[config.mk]
export PLATFORM = sky130hd
export DESIGN_NAME = sync_fifo_fwft
export DESIGN_NICKNAME = d
export VERILOG_FILES = /design/src/rtl/sync_fifo_fwft_pkg.sv /design/src/rtl/fifo_ram.sv /design/src/rtl/sync_fifo_fwft.sv
export SDC_FILE = /design/constraint.sdc
export NUM_CORES = 1
export LEC_CHECK = 0
export CORE_MARGIN = 5
export CORE_UTILIZATION = 50
export CTS_CLUSTER_SIZE = 10
export DETAILED_ROUTE_END_ITERATION = 8
export PLACE_DENSITY = 0.75
export SYNTH_ARGS = -nofsm -noshare
export SYNTH_HDL_FRONTEND = slang
export SYNTH_SLANG_ARGS = --single-unit
[constraint.sdc]
create_clock -name clk -period 2.65 [get_ports clk]
set_input_delay 0.265 -clock clk [delete_from_list [all_inputs] [get_ports clk]]
set_output_delay 0.265 -clock clk [all_outputs]
set_load 0.1 [all_outputs]
[src/rtl/sync_fifo_fwft_pkg.sv]
// Shared definitions for the show-ahead FIFO: depth helper, default thresholds
// and the per-cycle accept encoding.
package sync_fifo_fwft_pkg;

    localparam int unsigned DEFAULT_AE_THRESH = 2;
    localparam int unsigned AF_MARGIN         = 2;

    // {put_ok, get_ok} as seen at a clock edge
    typedef enum logic [1:0] {
        OP_IDLE = 2'b00,
        OP_POP  = 2'b01,
        OP_PUSH = 2'b10,
        OP_BOTH = 2'b11
    } fifo_op_e;

    function automatic int unsigned fifo_depth(input int unsigned p2);
        return 32'd1 << p2;
    endfunction

endpackage

[src/rtl/fifo_ram.sv]
// Storage array for sync_fifo_fwft: synchronous write, asynchronous read so the
// head entry is visible without a bubble.
module fifo_ram #(
    parameter int unsigned WIDTH = 8,
    parameter int unsigned AW    = 5
) (
    input  logic             clk,
    input  logic             we,
    input  logic [AW-1:0]    waddr,
    input  logic [WIDTH-1:0] wdata,
    input  logic [AW-1:0]    raddr,
    output logic [WIDTH-1:0] rdata
);

    logic [WIDTH-1:0] mem [2**AW];

    always_ff @(posedge clk) begin
        if (we) begin
            mem[waddr] <= wdata;
        end
    end

    assign rdata = mem[raddr];

endmodule

[src/rtl/sync_fifo_fwft.sv]
// Single-clock first-word-fall-through FIFO with almost-full/empty flags and
// sticky error flags. Define FIFO_HWM_EN to build the fillcount high-water mark.
module sync_fifo_fwft
    import sync_fifo_fwft_pkg::*;
#(
    parameter int unsigned WIDTH     = 8,
    parameter int unsigned DEPTH_P2  = 5,
    parameter int unsigned AF_THRESH = fifo_depth(DEPTH_P2) - AF_MARGIN,
    parameter int unsigned AE_THRESH = DEFAULT_AE_THRESH
) (
    input  logic                clk,
    input  logic                reset,
    input  logic [WIDTH-1:0]    data_in,
    input  logic                put,
    input  logic                get,
    output logic [WIDTH-1:0]    data_out,
    output logic                empty_bar,
    output logic                full_bar,
    output logic [DEPTH_P2:0]   fillcount,
    output logic                almost_full,
    output logic                almost_empty,
    output logic                overflow,
    output logic                underflow,
    output logic [DEPTH_P2:0]   hwm
);

    localparam int unsigned CW = DEPTH_P2 + 1;
    localparam logic [CW-1:0] DEPTH_C = CW'(fifo_depth(DEPTH_P2));
    localparam logic [CW-1:0] AF_C    = CW'(AF_THRESH);
    localparam logic [CW-1:0] AE_C    = CW'(AE_THRESH);

    logic [DEPTH_P2-1:0] wr_ptr;
    logic [DEPTH_P2-1:0] rd_ptr;
    logic [CW-1:0]       count;
    logic [CW-1:0]       count_nxt;
    logic                put_ok;
    logic                get_ok;
    fifo_op_e            op;
    logic [WIDTH-1:0]    rdata;

    fifo_ram #(
        .WIDTH (WIDTH),
        .AW    (DEPTH_P2)
    ) u_ram (
        .clk   (clk),
        .we    (put_ok),
        .waddr (wr_ptr),
        .wdata (data_in),
        .raddr (rd_ptr),
        .rdata (rdata)
    );

    always_comb begin
        empty_bar    = (count != '0);
        full_bar     = (count != DEPTH_C);
        almost_full  = (count >= AF_C);
        almost_empty = (count <= AE_C);
        fillcount    = count;
        // A full FIFO still accepts a put when the head is popped in the same cycle
        put_ok       = put & (full_bar | get);
        get_ok       = get & empty_bar;
        op           = fifo_op_e'({put_ok, get_ok});
        count_nxt    = count;
        case (op)
            OP_PUSH: count_nxt = count + 1'b1;
            OP_POP:  count_nxt = count - 1'b1;
            default: count_nxt = count;
        endcase
        // Array is not cleared by reset, so mask the head while empty
        data_out     = empty_bar ? rdata : '0;
    end

    always_ff @(posedge clk) begin
        if (reset) begin
            wr_ptr    <= '0;
            rd_ptr    <= '0;
            count     <= '0;
            overflow  <= 1'b0;
            underflow <= 1'b0;
        end else begin
            if (put_ok) begin
                wr_ptr <= wr_ptr + 1'b1;
            end
            if (get_ok) begin
                rd_ptr <= rd_ptr + 1'b1;
            end
            count <= count_nxt;
            if (put & ~put_ok) begin
                overflow <= 1'b1;
            end
            if (get & ~empty_bar) begin
                underflow <= 1'b1;
            end
        end
    end

`ifdef FIFO_HWM_EN
    logic [CW-1:0] hwm_q;

    // count_nxt never exceeds the depth, so the mark saturates on its own
    always_ff @(posedge clk) begin
        if (reset) begin
            hwm_q <= '0;
        end else if (count_nxt > hwm_q) begin
            hwm_q <= count_nxt;
        end
    end

    assign hwm = hwm_q;
`else
    assign hwm = '0;
`endif

endmodule

==> results.tsv <==
metric	value	unit
cts_made_buffers	34	
grt_setup_unrepaired	true	
synthDistinctLibCells	47	
critPathMaxFanout	7	
dp_hpwl	14670	um
holdWs	0.4002	ns
area_growth	19.91	%
cp.required	2.38	ns
post-route-min-period	2.797	ns
maxSlewHeadroom	53.90	%
hold_viol	0	
clock-root-buffer	clkbuf_16	
synthCells	593	
die_area	25650	um^2
cts_tree	built	
n_antenna_cell	0	
clk_latency	0.51	ns
hold_depth	3	
worstMarginPinSlew	0.6884	ns
slew_violations	0	
grt_pass1_vias	6119	
drc	0	
r2r_slack	0.11	ns
rr_startpoint	fillcount[2]	
hold_path_end	overflow	
antenna_found_initial	0	
synth_top_area_share	68.18	%
dieWidth	160.2	um
yosysTopAreaCell	edfxtp_1	
final_nets	711	
wirelength	23380	um
track_usage	18.39	%
htreeDepth	2	
cts.path.max_buffers	3	
final_area	13520	um^2
startpoint_type	register	
cp.arrival	2.53	ns
yosysSeqAreaShare	72.27	%
synthesis.area	11270	um^2
port_buffers	31	
finClkSkew	0.02550	ns
hold_start	put	
die_y	160.2	um
num_rows	55	
viasPerCell	5.839	
synth-main-ff-cell	edfxtp_1	
fp.coreArea	22430	um^2
place_area	12380	um^2
gp_congestion	0.8107	
max-cap-violations	0	
clkTransAtPathRegs	0.06	ns
rr_endpoint	fillcount[3]	
grt-ovfl-total	0	
initial_core_util	50.26	%
ys_ff_latch	279	
p_leak	0.004402	uW
outcome	finished, violations left	
worst-r2r-cell-count	10	
setup_ws	-0.1474	ns
worst_hold_path_type	in2reg	
setup-violations-final	8	
vias	5775	
clkSinkCount	279	
power	13240	uW
grt_max_degree	39	
worstSetupEndpointType	output pin	
peakVddDrop	1.399	mV
grt_pass1_wl	35950	um
synthTopCellsByArea	edfxtp_1 (68%), mux4_2 (11%), dfxtp_1 (4.1%)	
layout-drive-gt1-share	32.95	%
fmax	0.3575	GHz
ys_async_sr_fraction	0	%
post_drt_wl_per_cell	23.63	um
synth_edf_count	256	
crit_type	reg2out	
drt_iter0_drc	469	
syn_avg_cell_area	19.01	um^2
antenna_left	0	
pin_count	38	
min_period_over_period	105.6	%
drt_first_pass_iters	5	
dp_slack	-0.06549	ns
power_density	979.4	nW/um^2
violations	negative setup slack	
postCtsHoldBufs	0	
yosysWarnings	0	
-- cells in the final DEF (no fill, tap or decap), types with 11 or more instances in the layout --
| cell | Yosys | layout |
|---|---|---|
| edfxtp_1 | 256 | 256 |
| nor2_1 | 65 | 62 |
| buf_4 | 10 | 69 |
| clkdlybuf4s50_1 | 0 | 11 |
| buf_12 | 1 | 15 |
| mux4_2 | 57 | 58 |
| dfxtp_1 | 23 | 15 |
| mux2i_1 | 27 | 22 |
| clkbuf_16 | 0 | 34 |
-- critical path, cell delays in order, from the launching register on --
cell,delay (ns)
dfxtp_4,0.45
buf_12,0.16
mux4_1,0.57
a221oi_2,0.31
o21ai_2,0.13
and3_1,0.23
buf_12,0.17
-- per-layer routing --
metal	vias to the layer above	track usage [%]	wire length [um]
met5	-	0	0
met4	0	6.296	686
met3	50	3.148	1385
met2	203	31.66	12090
met1	2969	23.91	9211
li1	2553	-	-
-- what timing repair did --
action | 4_1_cts | 5_1_grt
buffers inserted | 1 | 1
setup endpoints to repair | 8 | 10
gates cloned | 2 | 0
pin swaps | 4 | 5
gates resized for setup | 19 | 11
-- cells by family (layout without fill, tap and decap cells) --
kind of cell | Yosys count | in the layout | share of synthesized area, %
other | 1 | 6 | 0.03326
adder cells (fa/ha/maj) | 8 | 8 | 0.8878
AND/OR/NAND/NOR | 107 | 107 | 4.461
flip-flops | 279 | 279 | 72.27
multiplexers | 93 | 93 | 15.61
XOR/XNOR | 12 | 12 | 0.9323
buffers and inverters | 48 | 154 | 2.530
AO/OA/AOI/OAI | 45 | 45 | 3.274
-- final cells by class --
| class | count | area (um^2) |
|---|---|---|
| inverters | 8 | 30.03 |
| clock inverters | 5 | 46.29 |
| flip-flops and latches | 279 | 8178 |
| well taps | 285 | 356.6 |
| repair buffers | 97 | 983.4 |
| fillers | 1574 | 8915 |
| clock buffers | 44 | 888.4 |
| multi-input cells | 271 | 3037 |
-- Yosys cell counts (8+ instances only) --
master and n:
a21oi_1 14, clkbuf_1 14, xor2_1 9, a221oi_2 8, mux4_2 57, inv_1 8, dfxtp_1 23, edfxtp_1 256
ha_1 8, buf_4 10, buf_2 8, nand2_1 10, nor2_1 65, mux2i_1 27
-- where the power goes --
group          internal, uW  total [uW]  switching, uW
Combinational          1560        4150           2590
Clock                  2340        3960           1620
Sequential             4940        5130            194
Total                  8840       13200           4400
-- worst max path at each step --
stage / startpoint / to / slack (ns) / cells past startpoint
after floorplan: fillcount[5] / fillcount[4] / 0.007 / 12
after global placement: get / fillcount[4] / 0.08 / 12
after detailed placement: get / fillcount[4] / -0.07 / 12
after CTS: register / data_out[4] / -0.18 / 7
after global routing: register / data_out[1] / -0.21 / 7
final: register / data_out[0] / -0.15 / 6
-- metrics by stage --
step / TNS, ns / util, % / std cells
2_1_floorplan: 0 / - / 598
3_3_place_gp: 0 / 55.20 / 936
3_5_place_dp: -0.1006 / 55.20 / 936
4_1_cts: -1.304 / 60.01 / 988
5_1_grt: -1.539 / 60.26 / 989
6_report: -0.8792 / 60.26 / 989
-- registers in the layout, summed over array words and instances, names as in the netlist, named ones only --
name and count:
u_ram.mem 256, wr_ptr 5, rd_ptr 5, underflow 1, overflow 1, fillcount 6
Power figures use the tool's default switching activity.
